$ cat config.mk
export PLATFORM = sky130hd
export DESIGN_NAME = bkm_control_iter
export DESIGN_NICKNAME = d
export VERILOG_FILES = /design/src/rtl/bkm_pkg.sv /design/src/rtl/bkm_control_iter_digit_sel.sv /design/src/rtl/bkm_control_iter.sv
export SDC_FILE = /design/constraint.sdc
export NUM_CORES = 1
export LEC_CHECK = 0
export ABC_CLOCK_PERIOD_IN_PS = 2470
export CAP_MARGIN = 20
export CORE_MARGIN = 2
export CORE_UTILIZATION = 40
export DETAILED_ROUTE_END_ITERATION = 8
export MAX_ROUTING_LAYER = met4
export PLACE_DENSITY = 0.74
export SLEW_MARGIN = 20
export SYNTH_ARGS = -nofsm -noshare
export SYNTH_HDL_FRONTEND = slang
export SYNTH_SLANG_ARGS = --single-unit
export TNS_END_PERCENT = 30
$ cat constraint.sdc
create_clock -name clk -period 2.47 [get_ports clk]
set_input_delay 0.741 -clock clk [delete_from_list [all_inputs] [get_ports clk]]
set_output_delay 0.741 -clock clk [all_outputs]
set_load 0.02 [all_outputs]
$ cat src/rtl/bkm_pkg.sv
// Shared definitions for the BKM iteration controller:
// digit codes, mode constants and controller FSM encoding.
package bkm_pkg;

    localparam logic [1:0] BKM_D_ZERO = 2'b00;
    localparam logic [1:0] BKM_D_POS  = 2'b01;
    localparam logic [1:0] BKM_D_NEG  = 2'b11;

    localparam logic BKM_MODE_E = 1'b0;
    localparam logic BKM_MODE_L = 1'b1;

    typedef enum logic [2:0] {
        ST_IDLE,
        ST_LOAD,
        ST_ISSUE,
        ST_WAIT,
        ST_DONE
    } bkm_state_e;

endpackage

$ cat src/rtl/bkm_control_iter_digit_sel.sv
// BKM digit selector: maps the signed top nibble of a residual
// to a digit in {-1, 0, +1}; L-mode inverts the sign.
module bkm_digit_sel
    import bkm_pkg::*;
(
    input  logic       mode,
    input  logic [3:0] res,
    output logic [1:0] digit
);

    logic signed [3:0] t;
    logic              is_l;

    assign t    = $signed(res);
    assign is_l = (mode == BKM_MODE_L);

    always_comb begin
        digit = BKM_D_ZERO;
        unique case (1'b1)
            (t >= 4'sd2):  digit = is_l ? BKM_D_NEG : BKM_D_POS;
            (t <= -4'sd3): digit = is_l ? BKM_D_POS : BKM_D_NEG;
            default:       digit = BKM_D_ZERO;
        endcase
    end

endmodule

$ cat src/rtl/bkm_control_iter.sv
// BKM iteration controller: sequences n_iter residual updates
// through bkm_control_step and reports the final residuals.
module bkm_control_iter
    import bkm_pkg::*;
#(
    parameter int W        = 64,
    parameter int LOG2W    = 6,
    parameter int LOG2N    = 6,
    parameter int STEP_LAT = 1
) (
    input  logic             clk,
    input  logic             srst,
    input  logic             enable,
    input  logic             start,
    input  logic             mode,
    input  logic [1:0]       format,
    input  logic [LOG2N-1:0] n_iter,
    input  logic [W/4-1:0]   u_0,
    input  logic [W/4-1:0]   v_0,
    input  logic [W/4-1:0]   u_np1,
    input  logic [W/4-1:0]   v_np1,
    output logic [LOG2N-1:0] n,
    output logic             mode_o,
    output logic [1:0]       format_o,
    output logic [1:0]       d_u_n,
    output logic [1:0]       d_v_n,
    output logic [W/4-1:0]   u_n,
    output logic [W/4-1:0]   v_n,
    output logic             busy,
    output logic             done,
    output logic [W/4-1:0]   u_fin,
    output logic [W/4-1:0]   v_fin
);

    localparam int RW  = W / 4;
    localparam int TOP = (1 << LOG2W) / 4 - 1;
    localparam int CW  = $clog2(STEP_LAT + 1);

    bkm_state_e       state, state_nx;
    logic [CW-1:0]    cnt, cnt_nx;
    logic [LOG2N-1:0] n_r, n_nx, n_inc;
    logic [LOG2N-1:0] niter_r;
    logic             mode_r;
    logic [1:0]       fmt_r;
    logic [RW-1:0]    u_r, v_r, u_nx, v_nx;
    logic [RW-1:0]    u_fin_r, v_fin_r;
    logic             load, cap, fin_ld;

    assign n_inc = n_r + LOG2N'(1);

    always_ff @(posedge clk) begin
        if (srst) begin
            state   <= ST_IDLE;
            cnt     <= '0;
            n_r     <= '0;
            niter_r <= '0;
            mode_r  <= 1'b0;
            fmt_r   <= '0;
            u_r     <= '0;
            v_r     <= '0;
            u_fin_r <= '0;
            v_fin_r <= '0;
        end else if (enable) begin
            state <= state_nx;
            cnt   <= cnt_nx;
            n_r   <= n_nx;
            u_r   <= u_nx;
            v_r   <= v_nx;
            if (load) begin
                niter_r <= n_iter;
                mode_r  <= mode;
                fmt_r   <= format;
            end
            if (fin_ld) begin
                u_fin_r <= u_nx;
                v_fin_r <= v_nx;
            end
        end
    end

    always_comb begin
        state_nx = state;
        cnt_nx   = cnt;
        load     = 1'b0;
        cap      = 1'b0;
        unique case (state)
            ST_IDLE: begin
                if (start) state_nx = ST_LOAD;
            end
            ST_LOAD: begin
                load     = 1'b1;
                state_nx = (n_iter == '0) ? ST_DONE : ST_ISSUE;
            end
            ST_ISSUE: begin
                cnt_nx   = CW'(STEP_LAT - 1);
                state_nx = ST_WAIT;
            end
            ST_WAIT: begin
                if (cnt == '0) begin
                    cap      = 1'b1;
                    state_nx = (n_inc == niter_r) ? ST_DONE : ST_ISSUE;
                end else begin
                    cnt_nx = cnt - CW'(1);
                end
            end
            ST_DONE: state_nx = ST_IDLE;
            default: state_nx = ST_IDLE;
        endcase
    end

    // Final residuals are registered on DONE entry so they are valid alongside done.
    always_comb begin
        n_nx   = n_r;
        u_nx   = u_r;
        v_nx   = v_r;
        fin_ld = (state_nx == ST_DONE) && (state != ST_DONE);
        if (load) begin
            n_nx = '0;
            u_nx = u_0;
            v_nx = v_0;
        end else if (cap) begin
            n_nx = n_inc;
            u_nx = u_np1;
            v_nx = v_np1;
        end
    end

    bkm_digit_sel u_sel_u (
        .mode  (mode_r),
        .res   (u_r[TOP -: 4]),
        .digit (d_u_n)
    );

    bkm_digit_sel u_sel_v (
        .mode  (mode_r),
        .res   (v_r[TOP -: 4]),
        .digit (d_v_n)
    );

    assign n        = n_r;
    assign mode_o   = mode_r;
    assign format_o = fmt_r;
    assign u_n      = u_r;
    assign v_n      = v_r;
    assign busy     = (state != ST_IDLE);
    assign done     = (state == ST_DONE);
    assign u_fin    = u_fin_r;
    assign v_fin    = v_fin_r;

endmodule

* Yosys cells after proc, flatten, opt, wreduce, memory -nomap -nowiden *
Cells that the tools add are included.

word-level totals
  flip-flop bits (word level) = 83
  bits in latches = 0
  RAM bits = 0
  ROM bits = 0
  input bits = 77
  word-level logic and storage cells = 53
  memories kept = 0

operators by class
  add/subtract/negate cells = 2
  $mul = 0
  div/mod/pow operators = 0
  order comparisons = 4
  equality and inequality tests = 7
  shift operators = 0
  multiplexer cells = 20
  bitwise gates (word level) = 0
  reduce and logical (&&, ||, !) cells = 10

operator list
  operator                                                            number
  2-to-1 mux 16 bit                                                   4
  2-to-1 mux 3 bit                                                    4
  2-to-1 mux 6 bit                                                    2
  case mux 3 bit (4 select lines)                                     1
  greater-or-equal comparator 4 x 3 -> 1 bit (second input constant)  2
  <= comparator 4 x 3 -> 1 bit (second input constant)                2
  case mux 2 bit (2 select lines)                                     2
  AND reduction 2 bit                                                 4
  adder 6 x 1 -> 6 bit (second input constant)                        1
  == test 3 x 2 -> 1 bit (second input constant)                      2
  == test 3 bit (second input constant)                               2
  == test 6 bit                                                       1
  logical NOT 6 bit                                                   1
  2-to-1 mux 1 bit                                                    4
  2-to-1 mux 2 bit                                                    2
  nonzero test 2 bit                                                  2
  == test 3 x 1 -> 1 bit (second input constant)                      1
  logical NOT 3 bit                                                   1
  inequality test 3 bit (second input constant)                       1
  nonzero test 3 bit                                                  1
  case mux 1 bit (2 select lines)                                     1
  logical AND 1 bit                                                   1
  subtractor 1 bit (second input constant)                            1

* Logic depth before layout (Yosys ltp) *
Gate-level depths: netlist of run 1.

  word-level depth = 8
  mapped depth = 8
  depth with buffers taken out = 6

* Cells and area by module *
A second synthesis of run 1 with hierarchy kept.

second synthesis, totals
  cell total of the unflattened synthesis = 450
  area, all modules = 4130.2 µm²

by module, submodules not included
  module            times used  cells an instance  area each (µm²)
  bkm_control_iter  1           438                4052.6
  bkm_digit_sel     2           6                  38.8

* Worst setup path before layout of run 1 *
Ideal clock, no wire load.

  path kind = register to register
  start = reg n_r[0] (netlist: n[0])
  end = reg u_fin_r[0] (netlist: u_fin[0])
  library setup time = 0.072 ns
  arrival time = 2.030 ns
  path slack = 0.368 ns
  stages on the path, launching flop included = 8
  buffers on the path = 1
  clock period less this slack = 2.102 ns
  cell sequence = dfxtp_1 > ha_1 > and3b_1 > or3_1 > a31o_1 > a21oi_4 > buf_12 > mux2i_1

on the way
  cells in the longest elaborated chain, start to end = 8

ends and longest elaborated chain
  what                             RTL line                 text
  from (decl)                      bkm_control_iter.sv:41   logic [LOG2N-1:0] n_r, n_nx, n_inc;
  from (signal assigned)           bkm_control_iter.sv:66   n_r <= n_nx;
  adder 6 x 1 -> 6 bit             bkm_control_iter.sv:49   assign n_inc = n_r + LOG2N'(1);
  == test 6 bit                    bkm_control_iter.sv:101  state_nx = (n_inc == niter_r) ? ST_DONE : ST_ISSUE;
  2-to-1 mux 3 bit                 bkm_control_iter.sv:101
  2-to-1 mux 3 bit                 bkm_control_iter.sv:99   if (cnt == '0) begin
  case mux 3 bit (4 select lines)  bkm_control_iter.sv:86   unique case (state)
  == test 3 bit                    bkm_control_iter.sv:116  fin_ld = (state_nx == ST_DONE) && (state != ST_DONE);
  logical AND 1 bit                bkm_control_iter.sv:116
  AND reduction 2 bit (no line)    n/a
  to (signal assigned)             bkm_control_iter.sv:75   u_fin_r <= u_nx;
  to (decl)                        bkm_control_iter.sv:46   logic [RW-1:0] u_fin_r, v_fin_r;

No other way between the ends.
A chain may end at the register's enable or synchronous reset.

* Worst setup path after layout of run 1 *
  start = reg state[0]
  end = out busy

on the way
  cells in the longest elaborated chain, start to end = 1

ends and longest elaborated chain
  what                    RTL line                 text
  from (decl)             bkm_control_iter.sv:39   bkm_state_e state, state_nx;
  from (signal assigned)  bkm_control_iter.sv:64   state <= state_nx;
  nonzero test 3 bit      bkm_control_iter.sv:145  assign busy = (state != ST_IDLE);
  to (decl)               bkm_control_iter.sv:29   output logic busy,

No other way between the ends.

==> results.cfg, run 1 <==
[synthesis]
netlist_top_cells_area = dfxtp_1, mux2i_1, nor2_1, a211o_1, a211oi_1
ys_types = 38
netlist_instances = 459
synth.avg_cell_area_sq_um = 8.97
synth_seq_cells = 82
ys_seq_area_share_pct = 39.9
synth_fp_nets = 537
yosys.area.top_type = dfxtp_1
synth_area_sq_um = 4120
yosysWarnings = 0
synth_top_area_share_pct = 39.9

[floorplan]
coreArea_sq_um = 10100
rows = 37
io_pins = 156
dieHeight_um = 105
die_x_um = 105
start_util_pct = 40.6
die_area_sq_um = 11100

[cts]
htree_levels = 3
cts_setup_buffers = 0
postCtsHoldBufs = 0
clockBufferDepth = 2
cts-root-buf = clkbuf_8
cts.sinks = 82
clk_pin_slew_ns = 0.09
cts-buffers-inserted = 9
tritoncts = built
clk_latency_ns = 0.35

[detailed_routing]
drtAntennaViolNets = 0
wirelength_mm = 10.8
drtPass1Iterations = 5
route.met2.wl_mm = 5.30
drcViolationCount = 0
maxUsedRoutingLayer = met4
avgRoutedWirePerCell_um = 14.6
wl_met3_um = 510
via_count = 3800
wl_met1_mm = 4.73
drtIter0Drc = 158
vias_per_cell = 5.14

[timing]
skew_ns = 0.0128
hold_viol = 0
fin_hold_ws_ns = 0.464
rsz0062_at_grt = false
finalSetupViolCount = 0
max_freq_mhz = 416
tightestPinTransition_ns = 0.631
final.setup.tns_ns = 0
timing.final.crit_share_pct = 97.3
fin_crit_ns = 2.40
drv_slew = 0
relSlewSlack_pct = 57.9

[critical_path]
cp_max_fo = 7
max_stage_delay_ns = 0.55
crit_path_end_kind = output pin
critPathKind = reg -> out
cp.required_ns = 1.73
rrSetupSlack_ns = 0.33
crit_chain = or3_1 -> clkdlybuf4s50_1
critPathSlowestCell = clkdlybuf4s50_1
critical_path_arrival_ns = 1.66
cp-start-kind = flop
critical_path_buf_inv_count = 1
crit_family = buffers and inverters

[worst_hold_path]
hp-class = reg -> reg

[layout]
utilization_pct = 59.6
antenna_cells = 0
drive_above_1_share_pct = 6.47
final_nets = 676
area_growth_pct = 46.9

[global_route]
overflow = 0
grt_pass1_vias = 3588
grt_usage_pct = 19.7
antenna_found_initial = 0
grt_max_degree = 115
grt_pass1_wl_mm = 17.3

[job]
maxCapViolCount = 0

[pwr]
power_density_nw_per_um2 = 520
peakVddDrop_mv = 0.284
p_int_w = 0.00237
leakage_nw = 2.28
p_sw_share_pct = 24.5
p_switching_w = 0.000771
p_comb_share_pct = 17.2
seqPwrFrac_pct = 44.2
pwr-share-clk_pct = 38.5

[status]
status = completed

[placed_design]
portBuffers = 155
dp_hpwl_mm = 7.57
gp_congestion = 0.818
==> cell usage in the layout (no fill, tap or decap), types with 3 or more instances in the layout <==
cell / count
a211o_1: 32
a211oi_1: 34
a21oi_1: 20
and3_1: 4
buf_12: 6
buf_4: 7
bufinv_16: 3
clkbuf_8: 11
clkdlybuf4s50_1: 151
dfxtp_1: 80
mux2i_1: 65
nand2_1: 27
nand2b_1: 33
nand3_1: 4
nor2_1: 76
nor3_1: 7
o21ai_0: 6
or3_1: 4
xnor2_1: 3
xor2_1: 3
==> through the flow <==
stage               power [W]  setup WS (ns)  instance area, sq um  instances
floorplan             0.00170          0.368                  4120        459
global placement      0.00196        -0.0708                  5790        723
detailed placement    0.00197         -0.115                  5790        723
CTS                   0.00317         0.0421                  6040        739
global route          0.00327         0.0100                  6050        739
finish                0.00315         0.0672                  6050        739
==> sequential cells by signal (all words and copies together), names as in the netlist <==
name / count
v_n: 16
format_o: 2
mode_o: 1
u_n: 16
state: 3
n: 6
v_fin: 16
niter_r: 6
u_fin: 16
==> per-layer routing <==
layer	track usage (%)	up-vias
met1	24.0	1784
met2	32.6	105
met5	-	-
li1	-	1893
met3	3.83	18
met4	6.67	0
==> Yosys cell counts (all sizes together) <==
| cell | count |
|---|---|
| xor2 | 3 |
| xnor2 | 3 |
| nor3 | 8 |
| a211o | 32 |
| inv | 1 |
| mux2i | 65 |
| and3b | 1 |
| nand2b | 33 |
| nor2 | 76 |
| nor2b | 1 |
| and3 | 4 |
| nand4 | 1 |
| and2 | 2 |
| o21a | 1 |
| nor3b | 2 |
| nand3 | 4 |
| a211oi | 35 |
| clkbuf | 25 |
| nand2 | 27 |
| or3 | 5 |
| ha | 1 |
| a21oi | 21 |
| a21o | 1 |
| o21ai | 6 |
| nor4 | 1 |
| dfxtp | 82 |
| nand4b | 1 |
| buf | 15 |
| a31o | 2 |
==> worst register-to-register path: stages (launching register included) <==
cell and delay, ns:
dfxtp_1 0.39, ha_1 0.28, and3b_1 0.17, or3_1 0.35
a31o_1 0.24, a21oi_4 0.17, buf_4 0.24, mux2i_1 0.23
==> layout make-up <==
class	count	area [sq um]
clock buffer	12	155
fill	870	4090
clock inverter	4	97.6
timing repair buffer	168	1720
multi-input combinational	336	2260
tap	136	170
sequential	82	1640
inverter	1	3.75
==> kinds of logic after synthesis <==
group / synth area share [%]
simple gates: 19.4
compound gates: 17.8
flops: 39.9
mux: 15.8
buf+inv: 5.53
xor+xnor: 1.28
fa+ha+maj: 0.304
==> what timing repair did <==
item | CTS | global route
cloned | 0 | 0
gates resized for setup | 3 | 1
endpoints found under the setup margin | 2 | 1
==> power groups by stage <==
stage	Clock, W	Combinational [W]	Sequential (W)
global placement	0	0.000537	0.00142
global route	0.00128	0.000587	0.00140
finish	0.00121	0.000542	0.00139
CTS	0.00123	0.000547	0.00139
detailed placement	0	0.000546	0.00142
floorplan	0	0.000252	0.00145
==> path summary, 6_finish.rpt <==
kind         cells after the start        start           to
max                              2     state[0]         busy
min                              2  format_o[1]  format_o[1]
max reg2reg                      7         n[0]    v_fin[10]
min reg2reg                      2  format_o[1]  format_o[1]
(Power assumes the default switching activity.)
==> run 2, diff against run 1 <==
--- a/config.mk
+++ b/config.mk
@@ -8,10 +8,9 @@
 export ABC_CLOCK_PERIOD_IN_PS = 2470
 export CAP_MARGIN = 20
 export CORE_MARGIN = 2
-export CORE_UTILIZATION = 40
+export CORE_UTILIZATION = 44
 export DETAILED_ROUTE_END_ITERATION = 8
-export MAX_ROUTING_LAYER = met4
-export PLACE_DENSITY = 0.74
+export PLACE_DENSITY = 0.8
 export SLEW_MARGIN = 20
 export SYNTH_ARGS = -nofsm -noshare
 export SYNTH_HDL_FRONTEND = slang
==> run 2 against run 1 <==
  * Flip-flop and latch count is the same
  * Non-clock buffer count up 2
  * Largest cell class unchanged
  * Clock skew decreased by 0.0011 ns
  * Combinational power hardly changed
  * Critical path type unchanged
  * Setup slack gained 0.017 ns
  * Critical endpoint unchanged
==> results.cfg, run 2 (synthesis gave the netlist of run 1 again) <==
[placed_design]
dp_hpwl_mm = 8.19
placed_cells = 700
gp_congestion = 0.826
portBuffers = 155

[critical_path]
crit_path_end_kind = output pin
critPathSlowestCell = clkdlybuf4s50_1
crit_chain = or3_1 -> clkdlybuf4s50_1
crit_family = buffers and inverters
cp-start-kind = flop
critical_path_arrival_ns = 1.64
critical_path_buf_inv_count = 1
reg2reg_depth = 7
rrSetupSlack_ns = 0.24
cp.depth = 2
cp_max_fo = 7
critPathKind = reg -> out
cp.required_ns = 1.73
max_stage_delay_ns = 0.55

[floorplan]
die_x_um = 101
die_area_sq_um = 10100
rows = 35
io_pins = 156
start_util_pct = 45.0
dieHeight_um = 101
coreArea_sq_um = 9150

[cts]
cts-root-buf = clkbuf_8
clk_pin_slew_ns = 0.08
htree_levels = 3
cts-buffers-inserted = 9
clk_latency_ns = 0.35
tritoncts = built
postCtsHoldBufs = 0
clockBufferDepth = 2
cts.sinks = 82

[detailed_routing]
via_count = 3830
drcViolationCount = 0
drtAntennaViolNets = 0
wirelength_mm = 11.3
vias_per_cell = 5.35
drtPass1Iterations = 4
drtIter0Drc = 106
avgRoutedWirePerCell_um = 15.7

[timing]
fin_crit_ns = 2.39
drv_slew = 0
hold_viol = 0
timing.final.crit_share_pct = 96.6
finalSetupViolCount = 0
final.setup.tns_ns = 0
skew_ns = 0.0117
max_freq_mhz = 419
relSlewSlack_pct = 59.3
tightestPinTransition_ns = 0.611
rsz0062_at_grt = false

[worst_hold_path]
min_path_cells = 2
hp-class = reg -> reg

[pwr]
leakage_nw = 2.27
power_density_nw_per_um2 = 488
peakVddDrop_mv = 0.322

[layout]
area_growth_pct = 44.9
layout_common_cells = clkdlybuf4s50_1, dfxtp_1, nor2_1
drive_above_1_share_pct = 6.45
final_nets = 678
antenna_cells = 0
finalNonFillerCells = 716
final_common_cell = clkdlybuf4s50_1

[job]
maxCapViolCount = 0

[status]
status = completed

[global_route]
grt_max_degree = 65
grt_pass1_vias = 3781
antenna_found_initial = 0
grt_usage_pct = 22.3
grt_pass1_wl_mm = 18.0
overflow = 0
==> run 2: final cells by class <==
| class | count | area, sq um |
|---|---|---|
| Fill cell | 735 | 3190 |
| Multi-Input combinational cell | 336 | 2260 |
| Timing Repair Buffer | 170 | 1730 |
| Sequential cell | 82 | 1640 |
| Clock buffer | 12 | 145 |
| Tap cell | 111 | 139 |
| Clock inverter | 4 | 51.3 |
| Inverter | 1 | 3.75 |
==> run 2: worst register-to-register path: stages (launching register included) <==
cell and delay [ns]:
dfxtp_1 0.40, ha_1 0.30, and3b_1 0.18, or3_1 0.35, a31o_1 0.22, a21oi_4 0.26, buf_4 0.22, mux2i_1 0.23
==> run 2: path summary, 6_finish.rpt <==
path / startpoint / to
max: state[0] / busy
min: format_o[0] / format_o[0]
max reg2reg: n[0] / u_fin[1]
min reg2reg: format_o[0] / format_o[0]
==> run 2: metal layers <==
metal | track usage (%) | part of all wire (%)
met5 | 0 | 0
met1 | 26.7 | 43
met3 | 5.76 | 5.4
met2 | 38.8 | 50
met4 | 7.17 | 1.7
==> run 2: report_power, final <==
part	internal (W)	total (W)	switching, W
sequential	0.00136	0.00139	0.0000361
combinational	0.000288	0.000542	0.000254
clock	0.000496	0.000978	0.000482
total	0.00214	0.00291	0.000772
==> run 2: stage by stage <==
stage	hold WS [ns]	setup WS [ns]	cell area [sq um]	util (%)	power (W)
final	0.464	0.0845	5970	65.2	0.00291
after global routing	0.494	0.0182	5970	65.2	0.00303
after CTS	0.465	0.0542	5960	65.1	0.00292
after detailed placement	0.457	-0.127	5770	63.0	0.00197
after global placement	0.446	-0.0735	5770	63.0	0.00196
after floorplan	0.448	0.368	4120	-	0.00170
==> run 2: timing repair <==
action                                  CTS  global route
buffers inserted                          0             0
gates resized for setup                   2             2
endpoints found under the setup margin    2             2
pin swaps                                 0             0
